--- config.mk ---
export PLATFORM = sky130hd
export DESIGN_NAME = controle_votacao_flat
export DESIGN_NICKNAME = d
export VERILOG_FILES = /design/src/rtl/controle_votacao_if.sv /design/src/rtl/controle_votacao.sv /design/src/flat_wrapper.sv
export SDC_FILE = /design/constraint.sdc
export NUM_CORES = 1
export LEC_CHECK = 0
export ABC_AREA = 1
export CAP_MARGIN = 10
export CORE_MARGIN = 2
export CORE_UTILIZATION = 50
export DETAILED_ROUTE_END_ITERATION = 8
export GPL_TIMING_DRIVEN = 0
export HOLD_SLACK_MARGIN = 0.03
export PLACE_DENSITY = 0.72
export SLEW_MARGIN = 15
export SYNTH_ARGS = -nofsm -noshare
export SYNTH_HDL_FRONTEND = slang
export SYNTH_SLANG_ARGS = --single-unit
--- constraint.sdc ---
create_clock -name clock -period 6.1 [get_ports clock]
set_clock_uncertainty 0.15 [all_clocks]
set_input_delay 1.22 -clock clock [delete_from_list [all_inputs] [get_ports clock]]
set_output_delay 1.22 -clock clock [all_outputs]
set_load 0.02 [all_outputs]
--- src/rtl/controle_votacao_if.sv ---
// Vote-round handshake between the game controller (master) and the vote sequencer (slave).
// Carries the start pulse, alive mask, per-voter vote/abstain pulses and the round result.
interface controle_votacao_if #(
    parameter int N_JOGADORES = 5,
    parameter int W_ID        = 3
);
    logic                   iniciar;
    logic [N_JOGADORES-1:0] vivos;
    logic                   voto_valido;
    logic [W_ID-1:0]        voto_alvo;
    logic                   abster;
    logic [W_ID-1:0]        jogador_atual;
    logic                   aguardando_voto;
    logic                   fim_votacao;
    logic [W_ID-1:0]        eliminado;
    logic                   houve_eliminacao;
    logic                   empate;
    logic [3:0]             db_estado;

    modport master (
        output iniciar, vivos, voto_valido, voto_alvo, abster,
        input  jogador_atual, aguardando_voto, fim_votacao, eliminado,
               houve_eliminacao, empate, db_estado
    );

    modport slave (
        input  iniciar, vivos, voto_valido, voto_alvo, abster,
        output jogador_atual, aguardando_voto, fim_votacao, eliminado,
               houve_eliminacao, empate, db_estado
    );
endinterface

--- src/rtl/controle_votacao.sv ---
// Day-phase vote sequencer: walks living players, tallies votes, reports the unique maximum.
// Latency: one vote per clock at most; fim_votacao rises N+2 clocks after the last vote/abstention.
// Backpressure: none; a voter is held in ESPERA until a valid vote or an abstention arrives.
module controle_votacao #(
    parameter int N_JOGADORES = 5,
    parameter int W_ID        = 3,
    parameter int W_CONT      = 3
) (
    input logic               clock,
    input logic               reset,
    controle_votacao_if.slave bus
);
    typedef enum logic [3:0] {
        OCIOSO    = 4'd0,
        BUSCA     = 4'd1,
        ESPERA    = 4'd2,
        APURA     = 4'd3,
        RESULTADO = 4'd4
    } estado_t;

    localparam logic [W_ID:0]   N_LIM = (W_ID+1)'(N_JOGADORES);
    localparam logic [W_ID-1:0] ULT   = W_ID'(N_JOGADORES - 1);

    estado_t                estado_q, estado_d;
    logic [N_JOGADORES-1:0] vivos_q, vivos_d;
    logic [W_CONT-1:0]      cont_q [N_JOGADORES];
    logic [W_CONT-1:0]      cont_d [N_JOGADORES];
    // One extra bit so the pointer can reach N and mark the end of the walk.
    logic [W_ID:0]          ptr_q, ptr_d;
    logic [W_ID-1:0]        idx_q, idx_d;
    logic [W_CONT-1:0]      max_q, max_d;
    logic [W_ID-1:0]        cand_q, cand_d;
    logic                   tie_q, tie_d;
    logic [W_ID-1:0]        elim_q, elim_d;
    logic                   houve_q, houve_d;
    logic                   emp_q, emp_d;

    logic                   alvo_vivo;
    logic                   voto_ok;
    logic [W_CONT-1:0]      cont_atual;

    always_comb begin
        estado_d = estado_q;
        vivos_d  = vivos_q;
        cont_d   = cont_q;
        ptr_d    = ptr_q;
        idx_d    = idx_q;
        max_d    = max_q;
        cand_d   = cand_q;
        tie_d    = tie_q;
        elim_d   = elim_q;
        houve_d  = houve_q;
        emp_d    = emp_q;

        alvo_vivo = 1'b0;
        if ({1'b0, bus.voto_alvo} < N_LIM) begin
            alvo_vivo = vivos_q[bus.voto_alvo];
        end
        voto_ok    = bus.voto_valido && alvo_vivo && ({1'b0, bus.voto_alvo} != ptr_q);
        cont_atual = cont_q[idx_q];

        case (estado_q)
            OCIOSO: begin
                if (bus.iniciar) begin
                    vivos_d = bus.vivos;
                    for (int i = 0; i < N_JOGADORES; i++) begin
                        cont_d[i] = '0;
                    end
                    ptr_d    = '0;
                    elim_d   = '0;
                    houve_d  = 1'b0;
                    emp_d    = 1'b0;
                    estado_d = BUSCA;
                end
            end
            BUSCA: begin
                if (ptr_q == N_LIM) begin
                    idx_d    = '0;
                    max_d    = '0;
                    tie_d    = 1'b0;
                    cand_d   = '0;
                    estado_d = APURA;
                end else if (vivos_q[ptr_q[W_ID-1:0]]) begin
                    estado_d = ESPERA;
                end else begin
                    ptr_d = ptr_q + 1'b1;
                end
            end
            ESPERA: begin
                // A valid vote takes priority; an invalid one falls back to a pending abstention.
                if (voto_ok) begin
                    cont_d[bus.voto_alvo] = cont_q[bus.voto_alvo] + 1'b1;
                    ptr_d    = ptr_q + 1'b1;
                    estado_d = BUSCA;
                end else if (bus.abster) begin
                    ptr_d    = ptr_q + 1'b1;
                    estado_d = BUSCA;
                end
            end
            APURA: begin
                if (cont_atual > max_q) begin
                    max_d  = cont_atual;
                    cand_d = idx_q;
                    tie_d  = 1'b0;
                end else if ((cont_atual == max_q) && (max_q != '0)) begin
                    tie_d = 1'b1;
                end
                // Result is latched from the final scan step so it is valid alongside fim_votacao.
                if (idx_q == ULT) begin
                    houve_d  = (max_d != '0) && !tie_d;
                    elim_d   = houve_d ? cand_d : '0;
                    emp_d    = tie_d;
                    estado_d = RESULTADO;
                end else begin
                    idx_d = idx_q + 1'b1;
                end
            end
            RESULTADO: begin
                estado_d = OCIOSO;
            end
            default: begin
                estado_d = OCIOSO;
            end
        endcase
    end

    always_ff @(posedge clock or negedge reset) begin
        if (!reset) begin
            estado_q <= OCIOSO;
            vivos_q  <= '0;
            for (int i = 0; i < N_JOGADORES; i++) begin
                cont_q[i] <= '0;
            end
            ptr_q    <= '0;
            idx_q    <= '0;
            max_q    <= '0;
            cand_q   <= '0;
            tie_q    <= 1'b0;
            elim_q   <= '0;
            houve_q  <= 1'b0;
            emp_q    <= 1'b0;
        end else begin
            estado_q <= estado_d;
            vivos_q  <= vivos_d;
            cont_q   <= cont_d;
            ptr_q    <= ptr_d;
            idx_q    <= idx_d;
            max_q    <= max_d;
            cand_q   <= cand_d;
            tie_q    <= tie_d;
            elim_q   <= elim_d;
            houve_q  <= houve_d;
            emp_q    <= emp_d;
        end
    end

    assign bus.jogador_atual    = ptr_q[W_ID-1:0];
    assign bus.aguardando_voto  = (estado_q == ESPERA);
    assign bus.fim_votacao      = (estado_q == RESULTADO);
    assign bus.eliminado        = elim_q;
    assign bus.houve_eliminacao = houve_q;
    assign bus.empate           = emp_q;
    assign bus.db_estado        = estado_q;
endmodule
--- src/flat_wrapper.sv ---
// flat-port wrapper written by rule: the top's interface ports become plain ports
module controle_votacao_flat 
#(
    parameter int N_JOGADORES = 5,
    parameter int W_ID        = 3,
    parameter int W_CONT      = 3
)
  (clock, reset, bus_iniciar, bus_vivos, bus_voto_valido, bus_voto_alvo, bus_abster, bus_jogador_atual, bus_aguardando_voto, bus_fim_votacao, bus_eliminado, bus_houve_eliminacao, bus_empate, bus_db_estado);
  controle_votacao_if #(.N_JOGADORES(N_JOGADORES), .W_ID(W_ID)) bus_i ();
  input logic clock;
  input logic reset;
  input wire logic [$bits(bus_i.iniciar)-1:0] bus_iniciar;
  input wire logic [$bits(bus_i.vivos)-1:0] bus_vivos;
  input wire logic [$bits(bus_i.voto_valido)-1:0] bus_voto_valido;
  input wire logic [$bits(bus_i.voto_alvo)-1:0] bus_voto_alvo;
  input wire logic [$bits(bus_i.abster)-1:0] bus_abster;
  output wire logic [$bits(bus_i.jogador_atual)-1:0] bus_jogador_atual;
  output wire logic [$bits(bus_i.aguardando_voto)-1:0] bus_aguardando_voto;
  output wire logic [$bits(bus_i.fim_votacao)-1:0] bus_fim_votacao;
  output wire logic [$bits(bus_i.eliminado)-1:0] bus_eliminado;
  output wire logic [$bits(bus_i.houve_eliminacao)-1:0] bus_houve_eliminacao;
  output wire logic [$bits(bus_i.empate)-1:0] bus_empate;
  output wire logic [$bits(bus_i.db_estado)-1:0] bus_db_estado;
  assign bus_i.iniciar = bus_iniciar;
  assign bus_i.vivos = bus_vivos;
  assign bus_i.voto_valido = bus_voto_valido;
  assign bus_i.voto_alvo = bus_voto_alvo;
  assign bus_i.abster = bus_abster;
  assign bus_jogador_atual = bus_i.jogador_atual;
  assign bus_aguardando_voto = bus_i.aguardando_voto;
  assign bus_fim_votacao = bus_i.fim_votacao;
  assign bus_eliminado = bus_i.eliminado;
  assign bus_houve_eliminacao = bus_i.houve_eliminacao;
  assign bus_empate = bus_i.empate;
  assign bus_db_estado = bus_i.db_estado;
  controle_votacao #(.N_JOGADORES(N_JOGADORES), .W_ID(W_ID), .W_CONT(W_CONT)) u_core (.clock(clock), .reset(reset), .bus(bus_i));
endmodule
==> results.cfg, run 1 <==
[outcome]
status = finished clean

[floorplanning]
die_w_um = 76.60
design.die.area_sq_um = 5867
fp-row-count = 26
start_util_pct = 51.59
placeableCoreArea_sq_um = 5107
io_pins = 27
die_h_um = 76.60

[final_layout]
final_cells = 484
post-route-util_pct = 60.39
antenna-diode-count = 0
n_fill_cell = 493
final_area_sq_um = 3084
area_growth_pct = 17.05
nNetsFinal = 434
drive_gt1_share_pct = 8.696

[global_route]
grt_max_degree = 26
grt_pass1_vias = 2322
grt-ovfl-total = 0
gr-usage-all-layers_pct = 21.70
grt_pass1_wl_mm = 10.37
antenna_found_initial = 0

[drt]
wl_per_cell_um = 11.86
antenna_left = 0
vias = 2443
drt_first_pass_iters = 4
routed_via_density = 5.048
drc = 0
drt_iter0_drc = 160
drt-total-wl_mm = 5.740

[logic_synthesis]
synth_nets = 402
yosysWarningCount = 0
yosysTopAreaCell = dfrtp_1
ys_top_cells_by_area = dfrtp_1 (40%), nand2_1 (25%), nand3_1 (8.7%)
synth_edf_count = 0
async_flop_share_pct = 100.0
synth-seq-area-share_pct = 39.89
yosys.area.top_type_share_pct = 39.89
yosysUniqueCellTypes = 30
ys_ff_latch = 42
synth_most_common_cell = nand2_1
syn-cell-area_sq_um = 2635
synth_ff_type = dfrtp_1
yosys-top-cells-count = nand2_1 (172), nand3_1 (46), dfrtp_1 (42)
syn-instance-count = 381
syn_avg_cell_area_sq_um = 6.916

[worst_setup_path]
cpMostUsedCell = nand2_1
arrival_ns = 3.52
cp_slowest_stage_delay_ns = 0.58
path_class = in -> reg
cp_max_fo = 6
crit_path_cell_trace = clkdlybuf4s50_1 -> inv_1 -> nand2_1 -> nor2_1 -> nand2_1 -> nand3_1 -> nor2_1 -> inv_1 -> ha_1 -> inv_1 -> xor2_2 -> nand2_1 -> nand2_1
required_ns = 6.19
cp-end-kind = register
crit_family = simple AND/OR/NAND/NOR gates
crit_path_top_delay_cell = clkdlybuf4s50_1
critPathBufInv = 4
startpoint_type = input pin

[timing]
period_needed_ns = 3.435
tns_ns = 0
setup_violations = 0
worst_pin_slew_ns = 0.5837
max_freq_ghz = 0.2911
rsz0062_at_grt = false
drv_slew = 0
timing.final.crit_share_pct = 56.31
finalHoldViolations = 0
slew-limit-headroom_pct = 60.67

[power]
p_total_uw = 1163
cellLeakagePower_uw = 0.001636
ir_drop_v = 0.0002458
p_per_area_nw_per_um2 = 377.1

[clock_network]
cts_setup_buffers = 0
cts_buffer_depth = 2
cts-hold-fix-buffers = 0
cts_buffers = 5
ctsResizeCount = 0
cts_sinks = 42
clkLatencyLatePin_ns = 0.31
cts_tree = done
cts_root_buffer = clkbuf_8
clk_pin_slew_worst_paths_ns = 0.08
ctsHtreeMaxLevel = 2

[placement]
dp_hpwl_mm = 4.425
post-place-cells = 476
gp_congestion = 0.8585
port_buffers = 24
placed_area_sq_um = 2978

[run]
maxCapViolations = 0

[hold_path]
worstHoldPathType = reg -> reg
-- layer usage --
layer  global-route usage [%]  wire, um  vias to the layer above
met2                    35.22      2626                       54
met1                    29.69      2768                     1119
met3                    3.081       259                        7
met5                        0         0                        -
li1                         -         -                     1263
met4                    7.818        86                        0
-- state kept, by name, indices dropped and copies added, names as in the netlist --
register,flops
u_core.idx_q,3
u_core.bus.houve_eliminacao,1
u_core.cont_q,15
u_core.bus.empate,1
u_core.bus.db_estado,3
u_core.ptr_q,4
u_core.vivos_q,5
u_core.bus.eliminado,3
u_core.max_q,3
u_core.cand_q,3
u_core.tie_q,1
-- cells in the final DEF, fill, tap and decap left out, drive strengths merged, types with 7 or more instances in the layout --
cell type        n
clkbuf           7
nand2          176
nand3           47
o21ai           14
ha               8
clkdlybuf4s50   23
buf             10
inv             36
dfrtp           42
nor2            28
-- kinds of logic after synthesis --
logic type / share of synthesized area (%)
buffers and inverters: 7.977
adders and majority gates: 3.799
and+or+nand+nor: 42.17
other: 0.1423
xor gates and xnor gates: 1.615
AOI/OAI and AO/OA: 4.416
DFF: 39.89
-- worst paths after layout --
path / startpoint / end / slack (ns) / depth (start not counted)
worst max-delay path: bus_voto_alvo[1] / u_core.cont_q[11] / 2.67 / 13
worst min register to register: u_core.bus.eliminado[2] / u_core.bus.eliminado[2] / 0.33 / 2
worst min-delay path: u_core.bus.eliminado[2] / u_core.bus.eliminado[2] / 0.33 / 2
max in group asynchronous: reset / u_core.cont_q[0] / 4.62 / 2
worst max register to register: u_core.idx_q[0] / u_core.bus.eliminado[2] / 3.44 / 17
min in group asynchronous: reset / u_core.ptr_q[2] / 0.69 / 1
-- per-stage QoR --
step | hold WS (ns) | setup WS (ns)
floorplan | 0.3068 | 3.327
global placement | 0.3148 | 2.414
detailed placement | 0.3150 | 2.358
CTS | 0.3377 | 2.663
global route | 0.3646 | 2.467
finish | 0.3319 | 2.665
-- worst reg2reg max path: cells and delay by family (launching register included) --
family                   cells  cell delay (ns)
flip-flops                   1             0.38
AND/OR/NAND/NOR             13             1.21
buffers and inverters        3             0.50
adder cells (fa/ha/maj)      1             0.30
-- cell type report --
type / count / area (sq um) / share of cell area (%)
timing repair buffer: 25 / 255.2 / 8.276
sequential: 42 / 1051 / 34.08
clock buffer: 7 / 76.32 / 2.475
multi-input combinational: 293 / 1374 / 44.54
inverter: 38 / 147.6 / 4.787
clock inverter: 1 / 30.03 / 0.9736
tap: 70 / 87.58 / 2.840
buffer: 8 / 62.56 / 2.028
-- where the power goes --
group          internal [uW]  switching (uW)  leakage (uW)
logic                    200             364       0.00102
registers                331            46.8      0.000568
clock network            123            98.2     0.0000524
total                    654             509       0.00164
No activity file was read; power rests on OpenSTA's default activity.
==> run 2, diff against run 1 <==
==> constraint.sdc (replaced) <==
create_clock -name clock -period 3.5 [get_ports clock]
set_clock_uncertainty 0.15 [all_clocks]
set_input_delay 0.7 -clock clock [delete_from_list [all_inputs] [get_ports clock]]
set_output_delay 0.7 -clock clock [all_outputs]
set_load 0.02 [all_outputs]
==> results of run 2 <==
Same layout as run 1 (identical final DEF). Status: finished clean.
Among the figures that moved: setup slack after placement 2.358 ns -> 0.2779 ns; setup slack after layout 2.665 ns -> 0.5853 ns; hold slack 0.3319 ns -> 0.1721 ns; register-to-register setup slack 3.44 ns -> 0.84 ns; total power 1163 uW -> 2027 uW; worst IR drop on VDD 0.0002458 V -> 0.0004284 V
==> run 3, diff against run 2 <==
==> constraint.sdc (replaced) <==
create_clock -name clock -period 2.79 [get_ports clock]
set_clock_uncertainty 0.15 [all_clocks]
set_input_delay 0.558 -clock clock [delete_from_list [all_inputs] [get_ports clock]]
set_output_delay 0.558 -clock clock [all_outputs]
set_load 0.02 [all_outputs]
==> run 3 against run 2 <==
  * Clock power increased by 25%
  * Die area unchanged
  * Utilization is 1.4 points higher
  * Critical path depth is the same
  * Design area grew 2.4%
  * Sequential cell count unchanged
  * Via count shrank 0.94%
  * Register-to-register slack worse by 0.53 ns
  * Setup slack got worse by 0.41 ns
  * Count of clock-buffer cells in the layout unchanged
  * Cell count increased by 0.83%
  * Hold slack got worse by 0.14 ns
  * Critical path type unchanged
  * Largest cell class unchanged
  * Largest power group unchanged
==> results.cfg, run 3 (synthesized netlist as in run 1, its figures left out) <==
[outcome]
status = finished clean

[floorplanning]
io_pins = 27
design.die.area_sq_um = 5867
die_w_um = 76.60
placeableCoreArea_sq_um = 5107
fp-row-count = 26
start_util_pct = 51.59
die_h_um = 76.60

[timing]
setup_violations = 0
drv_slew = 0
period_needed_ns = 2.610
setup_slack_ns = 0.1803
timing.final.crit_share_pct = 93.54
max_freq_ghz = 0.3832
worst_pin_slew_ns = 0.5779
finalHoldViolations = 0
fin_hold_ws_ns = 0.03546
tns_ns = 0
slew-limit-headroom_pct = 61.06

[final_layout]
drive_gt1_share_pct = 11.00
layout_commonest_cell = nand2_1
reg_top3 = u_core.cont_q x15, u_core.vivos_q x5, u_core.ptr_q x4
area_growth_pct = 19.80
largest_reg_flops = 15
final_area_sq_um = 3157
n_fill_cell = 484
layout_common_cells = nand2_1 (172), nand3_1 (45), dfrtp_1 (42)
antenna-diode-count = 0
nNetsFinal = 438
largest-register = u_core.cont_q

[power]
internal-power_uw = 1480
p_per_area_nw_per_um2 = 839.4
pwr-share-comb_pct = 50.6
ir_drop_v = 0.0005369
power_frac_seq_pct = 31.2
p_total_uw = 2650
p_switching_uw = 1170
pwr-share-clk_pct = 18.2
cellLeakagePower_uw = 0.001661
p_sw_share_pct = 44.15

[worst_setup_path]
r2r-end = u_core.bus.eliminado[2]
cp-end-kind = register
path_depth = 13
crit_path_top_delay_cell = clkdlybuf4s50_1
path_class = in -> reg
startpoint_type = input pin
required_ns = 2.88
cp_max_fo = 6
crit_path_cell_trace = clkdlybuf4s50_1 -> inv_1 -> nand2_1 -> nor2_1 -> nand2_1 -> nand3_1 -> nor2_4 -> inv_1 -> ha_1 -> inv_1 -> xor2_4 -> nand2_1 -> nand2_1
cpMostUsedCell = nand2_1
arrival_ns = 2.70
cp_slowest_stage_delay_ns = 0.58
critPathBufInv = 4
crit_family = buffers and inverters
r2r_cells = 16
regToRegStartpoint = u_core.idx_q[0]
r2r_slack_ns = 0.31

[global_route]
grt-ovfl-total = 0
grt_pass1_vias = 2322
antenna_found_initial = 0
gr-usage-all-layers_pct = 21.70
grt_pass1_wl_mm = 10.37
grt_max_degree = 26

[clock_network]
clkLatencyLatePin_ns = 0.31
cts_sinks = 42
cts_root_buffer = clkbuf_8
ctsHtreeMaxLevel = 2
cts_tree = done
cts-hold-fix-buffers = 0
cts_buffer_depth = 2
cts_buffers = 5
clk_pin_slew_worst_paths_ns = 0.08

[placement]
dp_hpwl_mm = 4.425
pre_cts_slack_ns = -0.2901
placed_area_sq_um = 2978
gp_congestion = 0.8585
port_buffers = 24

[drt]
drc = 0
drt_iter0_drc = 139
antenna_left = 0
vias = 2420
drt-total-wl_mm = 5.852
drt_first_pass_iters = 4
routed_via_density = 4.959
wl_per_cell_um = 11.99

[hold_path]
worstHoldPathType = in -> async

[run]
maxCapViolations = 0
-- run 3: through the flow --
| step | std cells | util [%] |
|---|---|---|
| 3_5_place_dp | 476 | 58.30 |
| 4_1_cts | 484 | 60.39 |
| 5_1_grt | 488 | 61.81 |
| 2_1_floorplan | 381 | - |
| 3_3_place_gp | 475 | 58.01 |
| 6_report | 488 | 61.81 |
-- run 3: power groups by stage --
stage | clock network, uW | registers, uW | logic, uW
3_5_place_dp | 0 | 838 | 1240
6_report | 483 | 826 | 1340
2_1_floorplan | 0 | 836 | 906
5_1_grt | 519 | 848 | 1530
4_1_cts | 494 | 826 | 1240
3_3_place_gp | 0 | 832 | 1220
-- run 3: what timing repair did --
item,4_1_cts,5_1_grt
buffers inserted,0,3
endpoints found under the setup margin,0,12
hold endpoints to repair,0,0
gates resized for setup,0,11
-- run 3: worst reg2reg max path: cells and delay by family, from the launching register on --
family	cells	cell delay (ns)
compound gates	1	0.22
fa+ha+maj	1	0.22
buf+inv	6	0.73
flops	1	0.38
simple gates	8	0.72
-- run 3: how the worst max path moves through the flow --
stage	start	end
4_1_cts	bus_voto_alvo[1]	u_core.cont_q[11]
3_3_place_gp	bus_voto_alvo[2]	u_core.cont_q[2]
2_1_floorplan	u_core.idx_q[0]	u_core.bus.eliminado[2]
5_1_grt	bus_voto_alvo[1]	u_core.cont_q[2]
3_5_place_dp	bus_voto_alvo[1]	u_core.cont_q[11]
6_report	bus_voto_alvo[1]	u_core.cont_q[11]
-- run 3: final cells by class --
class / count / area (sq um) / area share, %
multi-input cells: 293 / 1413 / 44.75
flip-flops and latches: 42 / 1051 / 33.29
repair buffers: 28 / 277.8 / 8.799
inverters: 38 / 151.4 / 4.796
well taps: 70 / 87.58 / 2.774
clock buffers: 7 / 76.32 / 2.418
plain buffers: 8 / 62.56 / 1.982
clock inverters: 1 / 30.03 / 0.9512
repair inverters: 1 / 7.507 / 0.2378
-- run 3: metal layers --
layer | part of all wire, % | track usage, % | vias to the layer above
met5 | 0 | 0 | -
met1 | 49 | 29.69 | 1104
met3 | 3.5 | 3.081 | 7
met4 | 1.4 | 7.818 | 0
met2 | 47 | 35.22 | 44
li1 | - | - | 1265
